$ cat src/rtl/stream_check_if.sv
// Valid/ready byte-stream link between a stream source (master) and a sink (slave).
interface stream_check_if #(
   parameter int DATA_W = 8
);
   logic [DATA_W-1:0] data;
   logic              valid;
   logic              ready;

   modport master (output data, output valid, input ready);
   modport slave  (input data, input valid, output ready);
endinterface

$ cat src/rtl/stream_check.sv
// Stream sink: applies a backpressure pattern and checks accepted data forms a +1 sequence.
// Optional macro STREAM_CHECK_RANDOM_READY_EN swaps the ON/OFF pattern for a 16-bit LFSR.
module stream_check #(
   parameter int DATA_W    = 8,
   parameter int CNT_W     = 16,
   parameter int READY_ON  = 4,
   parameter int READY_OFF = 0
) (
   input  logic              i_clk,
   input  logic              i_rst,
   input  logic              i_enable,
   stream_check_if.slave     s_if,
   output logic              o_locked,
   output logic [CNT_W-1:0]  o_xfer_cnt,
   output logic [CNT_W-1:0]  o_err_cnt,
   output logic              o_err,
   output logic [DATA_W-1:0] o_err_data,
   output logic [DATA_W-1:0] o_err_exp
);
   typedef enum logic [1:0] {IDLE, SYNC, CHECK} state_t;

   state_t             state_q;
   logic               ready_q;
   logic               locked_q;
   logic               err_q;
   logic [CNT_W-1:0]   xfer_cnt_q;
   logic [CNT_W-1:0]   err_cnt_q;
   logic [DATA_W-1:0]  exp_q;
   logic [DATA_W-1:0]  err_data_q;
   logic [DATA_W-1:0]  err_exp_q;

   logic               xfer;
   logic               mismatch;
   logic [DATA_W-1:0]  data_inc;
   logic [CNT_W-1:0]   xfer_cnt_d;
   logic [CNT_W-1:0]   err_cnt_d;
   logic               ready_d;

   assign xfer       = s_if.valid && ready_q;
   assign mismatch   = (s_if.data != exp_q);
   assign data_inc   = s_if.data + DATA_W'(1);
   assign xfer_cnt_d = (xfer_cnt_q == '1) ? xfer_cnt_q : xfer_cnt_q + CNT_W'(1);
   assign err_cnt_d  = (err_cnt_q == '1) ? err_cnt_q : err_cnt_q + CNT_W'(1);

`ifdef STREAM_CHECK_RANDOM_READY_EN
   logic [15:0] lfsr_q;
   logic        lfsr_fb;

   assign lfsr_fb = lfsr_q[15] ^ lfsr_q[13] ^ lfsr_q[12] ^ lfsr_q[10];
   assign ready_d = lfsr_q[0];
`else
   localparam int PERIOD = READY_ON + READY_OFF;
   localparam int PAT_W  = $clog2(PERIOD + 1);

   logic [PAT_W-1:0] pat_q;
   logic [PAT_W-1:0] pat_d;

   // Phase 0..READY_ON-1 is the ON window, the rest of the period is OFF.
   assign ready_d = (pat_q < PAT_W'(READY_ON));
   assign pat_d   = (pat_q == PAT_W'(PERIOD - 1)) ? '0 : pat_q + PAT_W'(1);
`endif

   always_ff @(posedge i_clk) begin
      if (i_rst) begin
         state_q    <= IDLE;
         ready_q    <= 1'b0;
         locked_q   <= 1'b0;
         err_q      <= 1'b0;
         xfer_cnt_q <= '0;
         err_cnt_q  <= '0;
         exp_q      <= '0;
         err_data_q <= '0;
         err_exp_q  <= '0;
`ifdef STREAM_CHECK_RANDOM_READY_EN
         lfsr_q     <= 16'hACE1;
`else
         pat_q      <= '0;
`endif
      end else begin
         if (xfer) begin
            xfer_cnt_q <= xfer_cnt_d;
            exp_q      <= data_inc;
            if (state_q == SYNC) begin
               locked_q <= 1'b1;
            end else if (mismatch) begin
               err_cnt_q <= err_cnt_d;
               if (!err_q) begin
                  err_q      <= 1'b1;
                  err_data_q <= s_if.data;
                  err_exp_q  <= exp_q;
               end
            end
         end

         // Disable wins over a same-edge lock so the next cycle is a clean IDLE.
         if (!i_enable) begin
            state_q  <= IDLE;
            ready_q  <= 1'b0;
            locked_q <= 1'b0;
`ifndef STREAM_CHECK_RANDOM_READY_EN
            pat_q    <= '0;
`endif
         end else begin
            ready_q <= ready_d;
`ifdef STREAM_CHECK_RANDOM_READY_EN
            lfsr_q  <= {lfsr_q[14:0], lfsr_fb};
`else
            pat_q   <= pat_d;
`endif
            if (state_q == IDLE) begin
               state_q <= SYNC;
            end else if (xfer && state_q == SYNC) begin
               state_q <= CHECK;
            end
         end
      end
   end

   assign s_if.ready = ready_q;
   assign o_locked   = locked_q;
   assign o_xfer_cnt = xfer_cnt_q;
   assign o_err_cnt  = err_cnt_q;
   assign o_err      = err_q;
   assign o_err_data = err_data_q;
   assign o_err_exp  = err_exp_q;
endmodule

$ cat src/flat_wrapper.sv
// flat-port wrapper written by rule: the top's interface ports become plain ports
module stream_check_flat 
#(
   parameter int DATA_W    = 8,
   parameter int CNT_W     = 16,
   parameter int READY_ON  = 4,
   parameter int READY_OFF = 0
)
  (i_clk, i_rst, i_enable, o_locked, o_xfer_cnt, o_err_cnt, o_err, o_err_data, o_err_exp, s_if_data, s_if_valid, s_if_ready);
  stream_check_if #(.DATA_W(DATA_W)) s_if_i ();
  input  logic i_clk;
  input  logic i_rst;
  input  logic i_enable;
  output logic o_locked;
  output logic [CNT_W-1:0] o_xfer_cnt;
  output logic [CNT_W-1:0] o_err_cnt;
  output logic o_err;
  output logic [DATA_W-1:0] o_err_data;
  output logic [DATA_W-1:0] o_err_exp;
  input wire logic [$bits(s_if_i.data)-1:0] s_if_data;
  input wire logic [$bits(s_if_i.valid)-1:0] s_if_valid;
  output wire logic [$bits(s_if_i.ready)-1:0] s_if_ready;
  assign s_if_i.data = s_if_data;
  assign s_if_i.valid = s_if_valid;
  assign s_if_ready = s_if_i.ready;
  stream_check #(.DATA_W(DATA_W), .CNT_W(CNT_W), .READY_ON(READY_ON), .READY_OFF(READY_OFF)) u_core (.i_clk(i_clk), .i_rst(i_rst), .i_enable(i_enable), .s_if(s_if_i), .o_locked(o_locked), .o_xfer_cnt(o_xfer_cnt), .o_err_cnt(o_err_cnt), .o_err(o_err), .o_err_data(o_err_data), .o_err_exp(o_err_exp));
endmodule
$ cat config.mk
export PLATFORM = sky130hd
export DESIGN_NAME = stream_check_flat
export DESIGN_NICKNAME = d
export VERILOG_FILES = /design/src/rtl/stream_check_if.sv /design/src/rtl/stream_check.sv /design/src/flat_wrapper.sv
export SDC_FILE = /design/constraint.sdc
export NUM_CORES = 1
export LEC_CHECK = 0
export ABC_AREA = 1
export BUFFER_PORTS_ARGS = -buffer_cell sky130_fd_sc_hd__buf_4
export CORE_MARGIN = 2
export CORE_UTILIZATION = 40
export DETAILED_ROUTE_END_ITERATION = 8
export PLACE_DENSITY = 0.64
export SYNTH_ARGS = -nofsm -noshare
export SYNTH_HDL_FRONTEND = slang
export SYNTH_SLANG_ARGS = --single-unit
$ cat constraint.sdc
create_clock -name i_clk -period 1.9 [get_ports i_clk]
set_input_delay 0.095 -clock i_clk [delete_from_list [all_inputs] [get_ports i_clk]]
set_output_delay 0.095 -clock i_clk [all_outputs]
set_load 0.02 [all_outputs]
* Word-level counts from Yosys, hierarchy flattened
Cells that the tools add are included.
** Storage, ports and cells
- Output and inout bits :: 51
- Register bits :: 64
** Operators by class
- Reductions and logical operators :: 12
- Multiplexer cells :: 2
- Add/subtract/negate cells :: 4
- Equal/unequal tests :: 5
- Bitwise logic cells :: 5
- $lt $le $gt $ge :: 1
** Operators with widths (number)
- adder 16 x 1 -> 16 bit, second input constant :: 2
- equality test 16 bit, second input constant :: 2
- adder 8 x 1 -> 8 bit, second input constant :: 1
- != test 8 bit :: 1
- AND reduction 4 bit :: 2
- OR reduction 3 bit :: 2
- inverter 1 bit :: 5
- AND reduction 2 bit :: 2
- adder 3 x 1 -> 3 bit, second input constant :: 1
- equality test 3 x 2 -> 1 bit, second input constant :: 1
- < comparator 3 bit, second input constant :: 1
- AND reduction 3 bit :: 1
- equality test 2 x 1 -> 1 bit, second input constant :: 1
- logical AND 1 bit :: 2
- zero test 2 bit :: 1
- two-way mux 1 bit :: 2
- nonzero test 2 bit :: 1
- OR reduction 2 bit :: 1

* Logic depth before layout (Yosys ltp)
Gate-level depths: netlist of the first run.
- Depth in word-level cells :: 4
- Mapped depth :: 12

* Least setup slack after synthesis of the first run
Ideal clock, no wire load.
- Path type :: register to register
- Start point :: reg u_core.xfer_cnt_q[0] (netlist: u_core.o_xfer_cnt[0])
- End point :: reg u_core.xfer_cnt_q[15] (netlist: u_core.o_xfer_cnt[15])
- Stages on the path, launching flop included :: 10
- Arrival time :: 1.545 ns
- Buffers on the path :: 1
- Path slack :: 0.240 ns
- Setup time :: 0.115 ns
- Clock period less this slack :: 1.660 ns
- Path through :: dfxtp_1 ha_1 nand3_2 nor2_2 nand3_2 nand2_4 inv_2 buf_6 a21oi_1 nor2_1
** On the way
- Longest elaborated chain between the ends :: 3
- Elaborated cells on any way between the ends :: 4
- Those cells by class :: 1 x add/sub; 1 x eq/ne; 1 x bitwise; 1 x reduce/logical
** Ends and longest elaborated chain
- start, declared :: RTL line stream_check.sv:26 : logic [CNT_W-1:0] xfer_cnt_q;
- start signal, assigned :: RTL line stream_check.sv:81 : xfer_cnt_q <= xfer_cnt_d;
- parallel branches: the longest is 3 deep, another holds adder 16 x 1 -> 16 bit
Several ways; the timed one is not identified.
A chain may end at the register's enable or synchronous reset.

* Worst setup path after layout of the first run
- Start point :: reg u_core.xfer_cnt_q[0] (netlist: u_core.o_xfer_cnt[0])
- End point :: reg u_core.xfer_cnt_q[0] (netlist: u_core.o_xfer_cnt[0])
The elaborated chain is that of the path after synthesis.

==> summary.txt, run 1 <==
Synth
  • Synth top area cells: dfxtp_1 37%, nand2_1 17%, nor2_1 11%
  • Ys async rst share: 0%
  • Post-synth top cells: 160 x nand2_1, 104 x nor2_1, 81 x inv_1
  • Synth top area share: 36.83%
  • Syn Nets: 556
  • Seq/Total Area, Yosys: 36.83%
  • Mapped Cells: 539
  • Post-synth EDFFs: 0
  • Area leader, netlist: dfxtp_1
  • Count leader, synth: nand2_1
  • Netlist cell types: 28
  • Syn Std Cell Area: 3478 sq um
  • #FFs+latches synth: 64
  • Mean post-synth cell area: 6.453 sq um
  • Synth Flop Type: dfxtp_1
  • Ys Warns: 0

STA
  • Setup TNS: 0 ns
  • Worst Clk Skew: 0.009550 ns
  • Max Slew Vio Count: 0
  • Fmax: 0.5889 GHz
  • RSZ-0062 raised after global routing: false
  • Worst Tran Pin Value: 0.5257 ns
  • Normalized max-slew margin: 64.83%
  • Hold Vio Cnt, Final: 0
  • Finish-stage setup viols: 0
  • Tcrit/Tclk final: 89.37%
  • Min Tclk post-route: 1.698 ns

Placement
  • Placed wire-length estimate: 5.746 mm
  • Placed Area: 4014 sq um
  • Placed instance count: 698
  • Gpl congestion: 0.8139
  • Port bufs: 62

Outcome
  • Status: complete, no violations

GRT
  • All-Layer GR Usage: 17.33%
  • GRT Residual Overflow: 0
  • Global-route wire length before repair: 13.52 mm
  • Vias in the first global route: 3020
  • Initial antenna violation count: 0
  • Met1 usage: 22.08%
  • Pin count of the biggest net entering global routing: 35
  • Met2 usage: 28.90%
  • Most crowded layer after global routing: met2
  • Met3 GRT Util: 4.748%

Finish
  • Final Cell Area: 4209 sq um
  • Fin cells: 715
  • Final net count: 621
  • Reg area: 1281 sq um
  • Area of the multi-input gates: 1770 sq um
  • N_diodes: 0
  • Layout fillers: 915
  • Area delta synth->final: 21.01%
  • Util after Layout: 48.98%
  • Share of layout cells above drive strength 1: 17.63%

Worst hold path
  • Hold Path End: u_core.o_err_data[3]$_SDFFE_PP0P_
  • HP Start: s_if_data[3]
  • Hold Crit Class: input pin to register
  • Hold-critical path depth: 3

Routing
  • WL per Instance: 11.17 microns
  • Iter 0 DRT Violations: 112
  • DRC: 0
  • Via count: 3274
  • Post-Route WL: 7.988 mm
  • Detailed Routing Iterations Pass 1: 4
  • ANT nets after route: 0
  • Post-DR vias/cell: 4.579

Worst setup path
  • FF-to-FF End: u_core.o_xfer_cnt[0]$_SDFFE_PP0P_
  • Startpoint Class: register
  • Reg2reg setup slack: 0.20 ns
  • Critical path class: register to register
  • CP max FO: 13
  • Critical path arrival: 1.92 ns
  • FF-to-FF path depth: 8
  • Crit path required time: 2.12 ns
  • Reg2reg start: u_core.o_xfer_cnt[0]$_SDFFE_PP0P_
  • Worst Setup End Kind: register

Clocking
  • CTS sink count: 64
  • Worst-Skew Late Latency: 0.34 ns
  • Clock root buffer: clkbuf_8
  • Clock buffer count from CTS: 9
  • Post_cts resized: 0
  • H-tree levels: 3
  • Clock Path Buffers: 2
  • CTS tree: built
  • Clk slew on worst S/H paths: 0.07 ns
  • # hold bufs at CTS: 0

Floorplan
  • Die area: 9458 sq um
  • IO Count: 63
  • Starting density of the core: 40.48%
  • Die width: 97.25 microns
  • Placement row count: 34
  • Die Y: 97.25 microns
  • Std-Cell Core Area: 8593 sq um

Power
  • Pwr dens: 687.0 nW/um^2
  • Worst IR drop on VDD: 367.5 uV
  • Pleak: 2.140 nW

Flow run
  • Maxcap violations: 0
critical path: stages (launching register included):
cell and delay (ns):
dfxtp_1 0.41, ha_1 0.23, nand3_2 0.12, nor2_2 0.21, nand3_2 0.12, nand2_4 0.13
inv_2 0.12, o21ai_0 0.18, a21oi_1 0.05
logic make-up (layout without fill, tap and decap cells):
kind of cell | after synthesis | in the layout | synth area share [%]
buffers and inverters | 101 | 169 | 12.27
AND/OR/NAND/NOR | 314 | 314 | 38.74
adder cells (fa/ha/maj) | 5 | 5 | 1.799
AO/OA/AOI/OAI | 33 | 33 | 4.820
XOR/XNOR | 22 | 22 | 5.540
flip-flops | 64 | 64 | 36.83
stage by stage:
step | setup slack [ns] | total power [mW] | hold slack (ns)
2_1_floorplan | 0.2402 | 1.713 | 0.2299
3_3_place_gp | 0.2605 | 1.835 | 0.3639
3_5_place_dp | 0.1490 | 1.846 | 0.3632
4_1_cts | 0.1423 | 2.925 | 0.008262
5_1_grt | 0.05984 | 3.042 | 0.04206
6_report | 0.2021 | 2.892 | 0.01974
how the worst max path moves through the flow:
| stage | depth (start not counted) | slack (ns) | endpoint | startpoint |
|---|---|---|---|---|
| 6_report | 8 | 0.20 | u_core.o_xfer_cnt[0]$_SDFFE_PP0P_ | u_core.o_xfer_cnt[0]$_SDFFE_PP0P_ |
| 5_1_grt | 10 | 0.06 | u_core.o_err_cnt[3]$_SDFFE_PP0P_ | u_core.o_err_cnt[0]$_SDFFE_PP0P_ |
| 4_1_cts | 8 | 0.14 | u_core.o_xfer_cnt[0]$_SDFFE_PP0P_ | u_core.o_xfer_cnt[0]$_SDFFE_PP0P_ |
| 3_5_place_dp | 8 | 0.15 | u_core.o_xfer_cnt[0]$_SDFFE_PP0P_ | u_core.o_xfer_cnt[0]$_SDFFE_PP0P_ |
| 3_3_place_gp | 10 | 0.26 | u_core.o_xfer_cnt[10]$_SDFFE_PP0P_ | u_core.o_xfer_cnt[0]$_SDFFE_PP0P_ |
| 2_1_floorplan | 9 | 0.24 | u_core.o_xfer_cnt[15]$_SDFFE_PP0P_ | u_core.o_xfer_cnt[0]$_SDFFE_PP0P_ |
metal layers:
metal,vias up,share of wire (%)
met5,-,0
met4,0,0.95
met3,5,4.3
met2,56,47
met1,1472,48
li1,1741,-
layout by cell type, fill, tap and decap left out, types with 3 or more instances in the layout:
cell type | Yosys | layout
nand2_1 | 160 | 160
nand3_1 | 17 | 17
dfxtp_1 | 64 | 64
nand3_2 | 5 | 5
a21oi_1 | 17 | 17
nor2_1 | 104 | 104
nor2_4 | 3 | 3
nor2_2 | 5 | 5
xor2_1 | 20 | 20
clkbuf_8 | 0 | 12
inv_2 | 6 | 6
ha_1 | 5 | 5
nand4_1 | 4 | 4
nor3_1 | 8 | 8
nand2_4 | 3 | 3
buf_4 | 2 | 67
o21ai_0 | 14 | 14
inv_1 | 81 | 81
flip-flops by register name, indices dropped and copies added (netlist names):
signal	count
u_core.o_err_exp	8
u_core.o_err_cnt	16
u_core.state_q	2
u_core.o_locked	1
u_core.o_xfer_cnt	16
u_core.pat_q	3
u_core.exp_q	8
u_core.s_if.ready	1
u_core.o_err	1
u_core.o_err_data	8
power breakdown:
group	internal, mW	total [mW]	switching, mW
clock network	0.569	1.08	0.507
registers	1.39	1.44	0.0444
logic	0.147	0.379	0.233
timing repair:
| action | in CTS | in global routing |
|---|---|---|
| setup endpoints to repair | 0 | 2 |
| buffers inserted | 0 | 3 |
| hold endpoints to repair | 0 | 0 |
final cells by class:
| type | count | share of cell area [%] |
|---|---|---|
| multi-input combinational | 374 | 42.06 |
| tap | 108 | 3.210 |
| clock buffer | 14 | 4.102 |
| sequential | 64 | 30.44 |
| timing repair buffer | 68 | 12.43 |
| inverter | 87 | 7.759 |
(Power assumes the default switching activity.)
==> inputs of run 2 (changes only) <==
--- a/config.mk
+++ b/config.mk
@@ -8,9 +8,9 @@
 export ABC_AREA = 1
 export BUFFER_PORTS_ARGS = -buffer_cell sky130_fd_sc_hd__buf_4
 export CORE_MARGIN = 2
-export CORE_UTILIZATION = 40
+export CORE_UTILIZATION = 34
 export DETAILED_ROUTE_END_ITERATION = 8
-export PLACE_DENSITY = 0.64
+export PLACE_DENSITY = 0.56
 export SYNTH_ARGS = -nofsm -noshare
 export SYNTH_HDL_FRONTEND = slang
 export SYNTH_SLANG_ARGS = --single-unit
==> run 2 against run 1 <==
  * Global-route usage decreased by 2.6 points
  * Critical path type unchanged
  * Clock skew up 0.0025 ns
  * Register-to-register slack got worse by 0.06 ns
  * Maximum frequency is 3.3% lower
  * Wire length decreased by 2.0%
==> summary.txt, run 2 (synthesis gave the netlist of run 1 again) <==
Routing
  • Post-Route WL: 7.829 mm (-2.0%)
  • Iter 0 DRT Violations: 97 (-13%)
  • Wl on met1: 3.942 mm (+3.4%)
  • Met3 routed WL: 232 microns (-32%)
  • Max Used Layer: met4
  • Via count: 3226 (-1.5%)
  • ANT nets after route: 0 (unchanged)
  • Post-DR vias/cell: 4.348 (-5.1%)
  • Metal2 WL: 3.595 mm (-4.2%)
  • WL per Instance: 10.55 microns (-5.6%)
  • DRC: 0 (unchanged)
  • Detailed Routing Iterations Pass 1: 4 (unchanged)

STA
  • Finish-stage setup viols: 0 (unchanged)
  • Worst Clk Skew: 0.01205 ns (+0.002505 ns)
  • RSZ-0062 raised after global routing: false
  • Worst Tran Pin Value: 0.5559 ns (+0.03022 ns)
  • Normalized max-slew margin: 62.80% (-2.0 points)
  • Hold Vio Cnt, Final: 0 (unchanged)
  • Setup TNS: 0 ns (unchanged)
  • Max Slew Vio Count: 0 (unchanged)
  • Tcrit/Tclk final: 92.38% (+3.0 points)
  • Fmax: 0.5697 GHz (-3.3%)
  • Min Tclk post-route: 1.755 ns (+0.05732 ns)

Finish
  • Fin cells: 742 (+3.8%)
  • Area delta synth->final: 22.66%
  • Layout fillers: 1047 (+14%)
  • Most frequent cells in the layout: 160 x nand2_1, 104 x nor2_1, 81 x inv_1
  • Final net count: 621 (unchanged)
  • N_diodes: 0 (unchanged)
  • Commonest non-fill, non-tap cell in the layout: nand2_1
  • Share of layout cells above drive strength 1: 18.23% (+0.60 points)

GRT
  • GRT Residual Overflow: 0 (unchanged)
  • Vias in the first global route: 2984 (-1.2%)
  • Global-route wire length before repair: 13.38 mm (-1.1%)
  • Initial antenna violation count: 0 (unchanged)
  • Pin count of the biggest net entering global routing: 33 (-5.7%)
  • All-Layer GR Usage: 14.73% (-2.6 points)

Worst setup path
  • Reg2reg start: u_core.o_xfer_cnt[0]$_SDFFE_PP0P_
  • Startpoint Class: register
  • CP max FO: 16 (+3)
  • Critical path arrival: 1.97 ns (+0.05 ns)
  • Crit path launch: u_core.o_xfer_cnt[0]$_SDFFE_PP0P_
  • Worst Setup End Kind: register
  • Critical path class: register to register
  • Crit path required time: 2.12 ns (about the same)

Floorplan
  • IO Count: 63 (unchanged)
  • Starting density of the core: 35.26% (-5.2 points)
  • Std-Cell Core Area: 9864 sq um (+15%)
  • Die area: 11060 sq um (+17%)
  • Die Y: 105.1 microns (+8.1%)
  • Placement row count: 36 (+5.9%)
  • Die width: 105.1 microns (+8.1%)

Flow run
  • Maxcap violations: 0 (unchanged)

Placement
  • Gpl congestion: 0.8396 (+3.2%)
  • Placed wire-length estimate: 5.725 mm (-0.37%)
  • Placed instance count: 726 (+4.0%)
  • Port bufs: 62 (unchanged)

Clocking
  • Clk slew on worst S/H paths: 0.07 ns (about the same)
  • Post-CTS setup buffer count: 0 (unchanged)
  • CTS tree: built
  • CTS sink count: 64 (unchanged)
  • H-tree levels: 3 (unchanged)
  • Clock Path Buffers: 2 (unchanged)
  • Post_cts resized: 0 (unchanged)
  • Worst-Skew Late Latency: 0.34 ns (about the same)
  • # hold bufs at CTS: 0 (unchanged)
  • Clock buffer count from CTS: 9 (unchanged)
  • Clock root buffer: clkbuf_8

Power
  • Pleak: 2.151 nW (+0.50%)
  • Pwr dens: 709.4 nW/um^2 (+3.3%)
  • Final Power: 3.027 mW (+4.7%)
  • Worst IR drop on VDD: 288.1 uV (-22%)

Worst hold path
  • Hold Crit Class: input pin to register
  • HP Start: s_if_data[3]

Outcome
  • Status: complete, no violations
run 2: cell types whose count changed in the layout (fill, tap and decap cells not counted), sizes merged:
cell      previous run  this run
bufinv               0         1
clkinv               0         2
clkinvlp             0         2
clkbuf              14        11
run 2: cell type report:
| class | instances | area, sq um | share of cell area [%] |
|---|---|---|---|
| inverters | 87 | 326.6 | 7.654 |
| clock inverters | 5 | 55.05 | 1.290 |
| clock buffers | 11 | 151.4 | 3.548 |
| repair buffers | 68 | 510.5 | 11.96 |
| well taps | 133 | 166.4 | 3.900 |
| flip-flops and latches | 64 | 1281 | 30.03 |
| multi-input cells | 374 | 1775 | 41.61 |
run 2: path summary, 6_finish.rpt:
| kind | slack [ns] | cells past startpoint | to |
|---|---|---|---|
| worst max-delay path | 0.14 | 8 | u_core.o_xfer_cnt[0]$_SDFFE_PP0P_ |
| worst min-delay path | 0.02 | 3 | u_core.o_err_data[3]$_SDFFE_PP0P_ |
| worst max register to register | 0.14 | 8 | u_core.o_xfer_cnt[0]$_SDFFE_PP0P_ |
| worst min register to register | 0.42 | 1 | u_core.s_if.ready$_SDFF_PP0_ |
run 2: per-stage QoR:
step	setup slack, ns	hold slack (ns)	util [%]	instance area [sq um]
6_report	0.1447	0.01843	43.25	4267
5_1_grt	0.006620	0.03206	43.25	4267
4_1_cts	0.09361	0.004809	43.20	4262
3_5_place_dp	0.1028	0.3583	41.11	4055
3_3_place_gp	0.2758	0.3518	41.11	4055
2_1_floorplan	0.2402	0.2299	-	3478
run 2: per-layer routing:
metal	vias up	global-route usage (%)
li1	1740	-
met1	1429	19.34
met2	51	23.84
met5	-	0
met4	0	5.810
met3	6	2.745
run 2: worst max-delay path, cell delays in order, from the launching register on:
cell and delay, ns:
dfxtp_1 0.40, ha_1 0.23, nand3_2 0.14, nor2_4 0.17, nand3_2 0.11, nand2_4 0.16
inv_2 0.14, o21ai_0 0.21, a21oi_1 0.07
run 2: power breakdown:
part	switching, mW	total, mW	internal, mW	leakage, nW
Sequential	0.0441	1.44	1.39	0.521
Clock	0.546	1.22	0.673	0.101
Combinational	0.229	0.372	0.143	1.53
Total	0.820	3.03	2.21	2.15
